## config.mk

```make
export PLATFORM = sky130hd
export DESIGN_NAME = alu_req_scheduler
export DESIGN_NICKNAME = d
export VERILOG_FILES = /design/src/rtl/alu_pkg.sv /design/src/rtl/rr_arbiter.sv /design/src/rtl/alu_req_scheduler.sv
export SDC_FILE = /design/constraint.sdc
export NUM_CORES = 1
export LEC_CHECK = 0
export ABC_CLOCK_PERIOD_IN_PS = 4300
export BUFFER_PORTS_ARGS = -buffer_cell sky130_fd_sc_hd__buf_4
export CAP_MARGIN = 20
export CORE_UTILIZATION = 35
export CTS_CLUSTER_SIZE = 8
export DETAILED_ROUTE_END_ITERATION = 8
export GPL_ROUTABILITY_DRIVEN = 0
export GPL_TIMING_DRIVEN = 0
export PLACE_DENSITY_LB_ADDON = 0.08
export SETUP_SLACK_MARGIN = 0.02
export SYNTH_ARGS = -nofsm -noshare
export SYNTH_HDL_FRONTEND = slang
export SYNTH_SLANG_ARGS = --single-unit
```

## constraint.sdc

```tcl
create_clock -name clk -period 4.3 [get_ports clk]
set_input_delay 0.43 -clock clk [delete_from_list [all_inputs] [get_ports clk]]
set_output_delay 0.43 -clock clk [all_outputs]
set_load 0.05 [all_outputs]
```

## src/rtl/alu_pkg.sv

```systemverilog
// rtl/alu_pkg.sv - shared ALU opcodes and default datapath sizes
package alu_pkg;

  localparam int OP_W = 3;

  localparam logic [OP_W-1:0] OP_ADD = 3'd0;
  localparam logic [OP_W-1:0] OP_SUB = 3'd1;
  localparam logic [OP_W-1:0] OP_AND = 3'd2;
  localparam logic [OP_W-1:0] OP_OR  = 3'd3;
  localparam logic [OP_W-1:0] OP_XOR = 3'd4;
  localparam logic [OP_W-1:0] OP_GT  = 3'd5;
  localparam logic [OP_W-1:0] OP_EQ  = 3'd6;
  localparam logic [OP_W-1:0] OP_NOP = 3'd7;

  localparam int DEF_DATA_W  = 4;
  localparam int DEF_ALU_LAT = 2;

endpackage

```

## src/rtl/rr_arbiter.sv

```systemverilog
// rtl/rr_arbiter.sv - combinational round-robin arbiter, lowest index at or after ptr wins
module rr_arbiter #(
  parameter int N     = 4,
  parameter int IDX_W = $clog2(N)
) (
  input  logic [N-1:0]     req,
  input  logic [IDX_W-1:0] ptr,
  output logic [N-1:0]     gnt,
  output logic [IDX_W-1:0] gnt_idx
);

  always_comb begin
    int   cand;
    logic found;
    gnt     = '0;
    gnt_idx = '0;
    found   = 1'b0;
    cand    = 0;
    for (int k = 0; k < N; k++) begin
      // Walk candidates ptr, ptr+1, ... modulo N; the first requester seen wins.
      cand = int'(ptr) + k;
      if (cand >= N) cand = cand - N;
      if (!found && req[cand]) begin
        found     = 1'b1;
        gnt[cand] = 1'b1;
        gnt_idx   = IDX_W'(cand);
      end
    end
  end

endmodule

```

## src/rtl/alu_req_scheduler.sv

```systemverilog
// rtl/alu_req_scheduler.sv - shares one pipelined ALU among requesters, tags results with requester id
module alu_req_scheduler
  import alu_pkg::*;
#(
  parameter int NUM_REQ = 4,
  parameter int ID_W    = $clog2(NUM_REQ),
  parameter int DATA_W  = DEF_DATA_W,
  parameter int ALU_LAT = DEF_ALU_LAT
) (
  input  logic                      clk,
  input  logic                      rst,
  input  logic [NUM_REQ-1:0]        req_valid,
  input  logic [DATA_W*NUM_REQ-1:0] req_a,
  input  logic [DATA_W*NUM_REQ-1:0] req_b,
  input  logic [OP_W*NUM_REQ-1:0]   req_op,
  output logic [NUM_REQ-1:0]        req_ready,
  output logic [DATA_W-1:0]         alu_a,
  output logic [DATA_W-1:0]         alu_b,
  output logic [OP_W-1:0]           alu_sel,
  input  logic [DATA_W-1:0]         alu_result,
  input  logic                      alu_carry,
  output logic                      rsp_valid,
  output logic [ID_W-1:0]           rsp_id,
  output logic [DATA_W-1:0]         rsp_result,
  output logic                      rsp_carry,
  output logic                      busy
);

  logic [ID_W-1:0]              ptr;
  logic [ID_W-1:0]              gnt_idx;
  logic [NUM_REQ-1:0]           gnt;
  logic                         hs;
  logic [ALU_LAT:0]             tag_valid;
  logic [ALU_LAT:0][ID_W-1:0]   tag_id;

  rr_arbiter #(
    .N     (NUM_REQ),
    .IDX_W (ID_W)
  ) u_arb (
    .req     (req_valid),
    .ptr     (ptr),
    .gnt     (gnt),
    .gnt_idx (gnt_idx)
  );

  // No grant may leak out while the block is held in reset.
  assign req_ready = rst ? gnt : '0;
  assign hs        = |(req_valid & req_ready);

  always_ff @(posedge clk or negedge rst) begin
    if (!rst) begin
      ptr       <= '0;
      alu_a     <= '0;
      alu_b     <= '0;
      alu_sel   <= OP_ADD;
      tag_valid <= '0;
      tag_id    <= '0;
    end else begin
      // Tag shift register runs in lockstep with the ALU register stages.
      tag_valid <= {tag_valid[ALU_LAT-1:0], hs};
      tag_id    <= {tag_id[ALU_LAT-1:0], gnt_idx};
      if (hs) begin
        ptr     <= (gnt_idx == ID_W'(NUM_REQ - 1)) ? '0 : gnt_idx + ID_W'(1);
        alu_a   <= req_a[gnt_idx*DATA_W +: DATA_W];
        alu_b   <= req_b[gnt_idx*DATA_W +: DATA_W];
        alu_sel <= req_op[gnt_idx*OP_W +: OP_W];
      end
    end
  end

  assign rsp_valid  = tag_valid[ALU_LAT];
  assign rsp_id     = tag_id[ALU_LAT];
  assign rsp_result = alu_result;
  assign rsp_carry  = alu_carry;
  assign busy       = |tag_valid;

endmodule

```

==> results.cfg, run 1 <==
[power_and_ir_drop]
peakVddDrop_mv = 0.445
leakage_nw = 1.07
finalPower_mw = 2.34
p_per_area_mw_per_mm2 = 908

[routing]
drtIter0Drc = 94
postRouteAntennaNets = 0
wl_mm = 5.29
wl_per_cell_um = 14.9
via_per_inst = 5.44
vias = 1926
drcViolationCount = 0
drtPass1Iterations = 5

[sta]
hold_viol = 0
finalCriticalPeriod_ps = 3790
max_slew_margin = 0.607
period_share = 0.882
rsz0062_at_grt = no
finalSetupViolCount = 0
max_freq_mhz = 264
setup_tns_ps = 0
slew_violations = 0
worst_pin_slew_ps = 585
clock_skew_ps = 5.08

[logic_synthesis]
yosys_most_used_dff = dfrtp_1
synth_area_mm2 = 0.00187
postSynthAreaPerCell_um2 = 9.02
syn_inst = 207
ys_seq_elements = 22
synth_edf_count = 0
syn_nets = 267
ys_warn_count = 0
yosysSeqAreaShare = 0.295
ys_async_sr_fraction = 1.00
synth.distinct_cells = 47

[setup_path]
reg2reg_depth = 13
end_kind = flip-flop
ff2ff_setup_slack_ps = 510
cp_max_fo = 10
startpoint_type = flip-flop
path_buf_inv = 6
crit_path_top_delay_cell = mux4_2
cp-startpoint = ptr[0]
crit_required_ps = 4430
crit_chain = buf_6 -> clkbuf_1 -> inv_1 -> ha_1 -> mux4_2 -> buf_2 -> or3b_2 -> a21oi_1 -> a311o_1 -> or2_1 -> buf_2 -> buf_6 -> a41oi_2
r2r-end = alu_b[3]
worst-setup-path-type = reg -> reg
crit_family = buffers and inverters
crit_arrival_ps = 3930
r2r_start = ptr[0]
crit_path_max_incr_delay_ps = 520

[placement]
detailed_place_hpwl_mm = 4.00
port_buffers = 73

[clocking]
insertion_delay_ps = 260
cts_tree = done
ctsLongestPathBuffers = 2
htreeDepth = 1
cts_setup_buffers = 0
cts-buffers-inserted = 3
path_clk_slew_ps = 80
cts_resized = 0
cts-root-buf = clkbuf_8
cts.sinks = 22
hold_buffers = 0

[finish]
area_growth_syn_to_layout_pct = 37.9
drive_above_1_share = 0.377
antenna_cells = 0
register_area_um2 = 551
final_nets = 345
final.fill_count = 488
multi_input_area_mm2 = 0.00111

[die]
std_cell_rows = 26
die-area_mm2 = 0.00563
ioPinCount = 79
die_w_um = 75.0
coreArea_mm2 = 0.00511
start_util = 0.366
fp.dieH_um = 75.0

[global_route]
overflow = 0
grt_pass1_vias = 1805
grt_antenna_before_repair = 0
grt_usage = 0.197
grt_pass1_wl_mm = 8.40
grt_max_degree = 24

[min_path]
min_path_type = in -> async

[outcome]
status = complete, no violations

[run]
drv_cap = 0
## power by group
part	switching, mW	total [mW]	internal [mW]
logic	1.12	1.77	0.650
registers	0.0522	0.371	0.319
clock network	0.0698	0.194	0.124
## cells in the final DEF (no fill, tap or decap), types with 2 or more instances in the layout
cell / n
buf_4: 80
dfrtp_1: 22
clkbuf_1: 14
nand3_1: 13
nand3b_1: 12
o211ai_1: 12
nand2_1: 11
nand4b_1: 11
nor3_1: 11
inv_1: 9
a21oi_1: 8
a41oi_2: 7
buf_2: 6
a22oi_1: 6
nor2b_1: 5
ha_1: 5
a41oi_1: 4
buf_6: 3
mux4_2: 3
o21ai_0: 3
clkbuf_8: 3
nor2_1: 2
nor3b_1: 2
nand2b_1: 2
nor4_1: 2
or3b_2: 2
o2bb2ai_1: 2
or3b_1: 2
a21o_1: 2
## final cells by class
cell class,count,share of cell area
multi-input cells,145,0.431
plain buffers,31,0.0671
well taps,70,0.0340
flip-flops and latches,22,0.214
inverters,9,0.0131
clock inverters,1,0.0117
clock buffers,3,0.0160
repair buffers,73,0.213
## routing by layer
metal  routed length (um)  GRT usage  up-vias
li1                     -          -      936
met2                 2560      0.311       67
met1                 2420      0.279      919
met5                    0          0        -
met4                   35     0.0419        0
met3                  277     0.0402        4
## cells by family (layout without fill, tap and decap cells)
kind of cell | count (synthesis) | count (layout) | share of synthesized area
buffers and inverters | 40 | 117 | 0.111
and+or+nand+nor | 79 | 79 | 0.262
AOI/OAI and AO/OA | 56 | 56 | 0.251
adders and majority gates | 5 | 5 | 0.0335
muxes | 5 | 5 | 0.0476
DFF | 22 | 22 | 0.295
## registers in the layout, indices dropped and copies added, names as in the netlist
| name | count |
|---|---|
| tag_id | 4 |
| tag_valid | 3 |
| alu_b | 4 |
| alu_sel | 3 |
| alu_a | 4 |
| rsp_id | 2 |
| ptr | 2 |
## cell usage after synthesis, types with 4 or more instances
| master | number | area share |
|---|---|---|
| buf_2 | 6 | 0.016 |
| nor3_1 | 11 | 0.029 |
| inv_1 | 9 | 0.018 |
| a41oi_2 | 7 | 0.061 |
| dfrtp_1 | 22 | 0.29 |
| nand4b_1 | 11 | 0.052 |
| nand3b_1 | 12 | 0.048 |
| a22oi_1 | 6 | 0.024 |
| clkbuf_1 | 14 | 0.028 |
| a21oi_1 | 8 | 0.021 |
| buf_4 | 7 | 0.028 |
| o211ai_1 | 12 | 0.048 |
| ha_1 | 5 | 0.034 |
| a41oi_1 | 4 | 0.019 |
| nor2b_1 | 5 | 0.017 |
| nand2_1 | 11 | 0.022 |
| nand3_1 | 13 | 0.035 |
## through the flow
step / worst slack [ps] / hold slack (ps) / area, um^2 / std cells / util
after floorplan: 694 / 134 / 1870 / 207 / -
after global placement: 543 / 332 / 2500 / 350 / 0.490
after detailed placement: 525 / 336 / 2500 / 350 / 0.490
after CTS: 497 / 59.3 / 2570 / 354 / 0.504
after global routing: 144 / 57.2 / 2570 / 354 / 0.504
final: 505 / 46.2 / 2570 / 354 / 0.504
## how the worst max path moves through the flow
stage | endpoint | slack, ps | cells after the start
finish | alu_b[3] | 510 | 13
detailed placement | ptr[0] | 530 | 15
global placement | ptr[0] | 540 | 13
floorplan | req_ready[3] | 690 | 10
global route | ptr[1] | 140 | 13
CTS | ptr[0] | 500 | 15
(Power assumes the default switching activity.)
==> inputs of run 2 (changes only) <==
Settings changed: ABC_AREA from default to 1, CORE_UTILIZATION 35 to 41.
==> run 2 against run 1 <==
Effect of this change: design area shrank 2.1%; synthesized cell count rose by 33%; non-clock buffer count decreased by 12; clock skew shrank 2.0 ps; sequential power about the same; critical path depth shrank 1; wire length decreased by 12%; sequential cell count did not move; largest cell class unchanged; largest power group unchanged.
==> results.cfg, run 2 <==
[outcome]
status = complete, no violations

[die]
fp.dieH_um = 69.5
std_cell_rows = 24
die-area_mm2 = 0.00482
ioPinCount = 79
start_util = 0.428
die_w_um = 69.5
coreArea_mm2 = 0.00435

[finish]
register_area_um2 = 551
final_cell_mix = nand2_1, buf_4, inv_1, nand3_1
final.fill_count = 426
antenna_cells = 0
fin_util = 0.579
finalNonFillerCells = 404
reg_top3 = alu_a (4), alu_b (4), tag_id (4)
fin_area_mm2 = 0.00252
final_nets = 414
area_growth_syn_to_layout_pct = 35.1
multi_input_area_mm2 = 0.00105
drive_above_1_share = 0.321
layout_commonest_cell = nand2_1

[routing]
postRouteAntennaNets = 0
wl_mm = 4.63
drtIter0Drc = 148
drtPass1Iterations = 4
wl_per_cell_um = 11.5
via_per_inst = 4.87
vias = 1967
drcViolationCount = 0

[global_route]
grt_usage = 0.200
grt_max_degree = 24
grt_antenna_before_repair = 0
overflow = 0
grt_pass1_vias = 1808
grt_pass1_wl_mm = 7.83

[power_and_ir_drop]
clkPwrFrac = 0.051
p_int_mw = 1.02
leakage_nw = 1.48
pwr-share-comb = 0.794
p_per_area_mw_per_mm2 = 942
sw_frac_of_total = 0.572
pwr-share-seq = 0.155
peakVddDrop_mv = 0.427
p_switching_mw = 1.36

[setup_path]
path_buf_inv = 4
cp_max_fo = 9
crit_path_frequent_cell = nand2_1
crit_family = simple AND/OR/NAND/NOR gates
worst-setup-path-type = reg -> out
end_kind = primary output
crit_arrival_ps = 2410
crit_path_max_incr_delay_ps = 540
crit_required_ps = 3870
crit_chain = inv_2 -> ha_1 -> inv_1 -> nand3_1 -> nand2_1 -> nand2_1 -> nor2_1 -> nand2_1 -> nand3_1 -> nand2_1 -> inv_1 -> buf_4
startpoint_type = flip-flop
crit_path_top_delay_cell = dfrtp_1

[logic_synthesis]
yosysTopAreaCell = dfrtp_1
ys_async_sr_fraction = 1.00
syn_inst = 276
synth.distinct_cells = 26
syn_nets = 336
synth.top_cell.area_share = 0.295
postSynthAreaPerCell_um2 = 6.76
synth_edf_count = 0
ys_seq_elements = 22
synth.most_common_cell = nand2_1
synth_area_mm2 = 0.00187
yosysSeqAreaShare = 0.295
synthTopCellsByArea = dfrtp_1, nand2_1, nand3b_1
ys_warn_count = 0
synth_common_cells = nand2_1, inv_1, nand3_1, dfrtp_1, nand3b_1
yosys_most_used_dff = dfrtp_1

[sta]
worst_pin_slew_ps = 445
max_freq_mhz = 353
slew_violations = 0
hold_viol = 0
finalSetupViolCount = 0
period_share = 0.660
rsz0062_at_grt = no
max_slew_margin = 0.703
clock_skew_ps = 3.07
finalCriticalPeriod_ps = 2840
setup_tns_ps = 0

[clocking]
cts_tree = done
cts.sinks = 22
cts-buffers-inserted = 3
cts-root-buf = clkbuf_8
cts_resized = 0
cts_setup_buffers = 0
insertion_delay_ps = 260
path_clk_slew_ps = 70
htreeDepth = 1
ctsLongestPathBuffers = 2
hold_buffers = 0

[min_path]
min_path_type = in -> async

[placement]
detailed_place_hpwl_mm = 3.67
dp.cells = 401
port_buffers = 73
dpl_cell_area_mm2 = 0.00248

[run]
drv_cap = 0
-- run 2: cell types whose count changed in the layout (fill, tap and decap cells not counted), moves of 7 or more --
cell and delta:
nand2_1 +83, inv_1 +24, nand3_1 +19, clkbuf_1 -12, o211ai_1 -12, o21ai_1 +12, nand4b_1 -11, nor3_1 -11
nand3b_1 +10, a41oi_2 -7
-- run 2: cells by family (layout without fill, tap and decap cells) --
family                     Yosys count  in the layout  synth area share
buffers and inverters               55            131             0.142
adders and majority gates            5              5            0.0335
DFF                                 22             22             0.295
AOI/OAI and AO/OA                   21             21            0.0657
and+or+nand+nor                    173            173             0.464
-- run 2: final timing paths --
| kind | start | slack, ps | endpoint | cells after the start |
|---|---|---|---|---|
| max | ptr[0] | 1460 | req_ready[1] | 12 |
| min | rst | 50 | tag_valid[2] | 1 |
| max reg2reg | ptr[0] | 1660 | ptr[1] | 13 |
| min reg2reg | tag_id[1] | 350 | tag_id[3] | 0 |
| max in group asynchronous | rst | 4030 | alu_sel[2] | 1 |
| min in group clk | tag_id[1] | 350 | tag_id[3] | 0 |
-- run 2: metrics by stage --
step	hold slack [ps]	worst slack (ps)	total power [mW]
2_1_floorplan	134	2030	1.79
3_3_place_gp	331	1710	2.24
3_5_place_dp	332	1710	2.26
4_1_cts	49.8	1490	2.39
5_1_grt	58.7	1290	2.60
6_report	45.6	1460	2.37
-- run 2: power by group through the flow --
| stage | Clock (mW) | Sequential [mW] | Combinational, mW |
|---|---|---|---|
| floorplan | 0 | 0.541 | 1.25 |
| global placement | 0 | 0.371 | 1.87 |
| detailed placement | 0 | 0.372 | 1.89 |
| CTS | 0.125 | 0.370 | 1.89 |
| global route | 0.134 | 0.381 | 2.08 |
| finish | 0.121 | 0.369 | 1.88 |
-- run 2: layout make-up --
type,instances,share of cell area
multi-input cells,199,0.417
plain buffers,19,0.0511
well taps,52,0.0258
clock buffers,3,0.0164
inverters,36,0.0536
flip-flops and latches,22,0.218
repair buffers,73,0.217
-- run 2: per-layer routing --
| layer | up-vias | track usage | wire length (um) |
|---|---|---|---|
| li1 | 1028 | - | - |
| met1 | 876 | 0.248 | 2060 |
| met2 | 56 | 0.355 | 2250 |
| met3 | 7 | 0.0363 | 257 |
| met4 | 0 | 0.0522 | 59 |
| met5 | - | 0 | 0 |
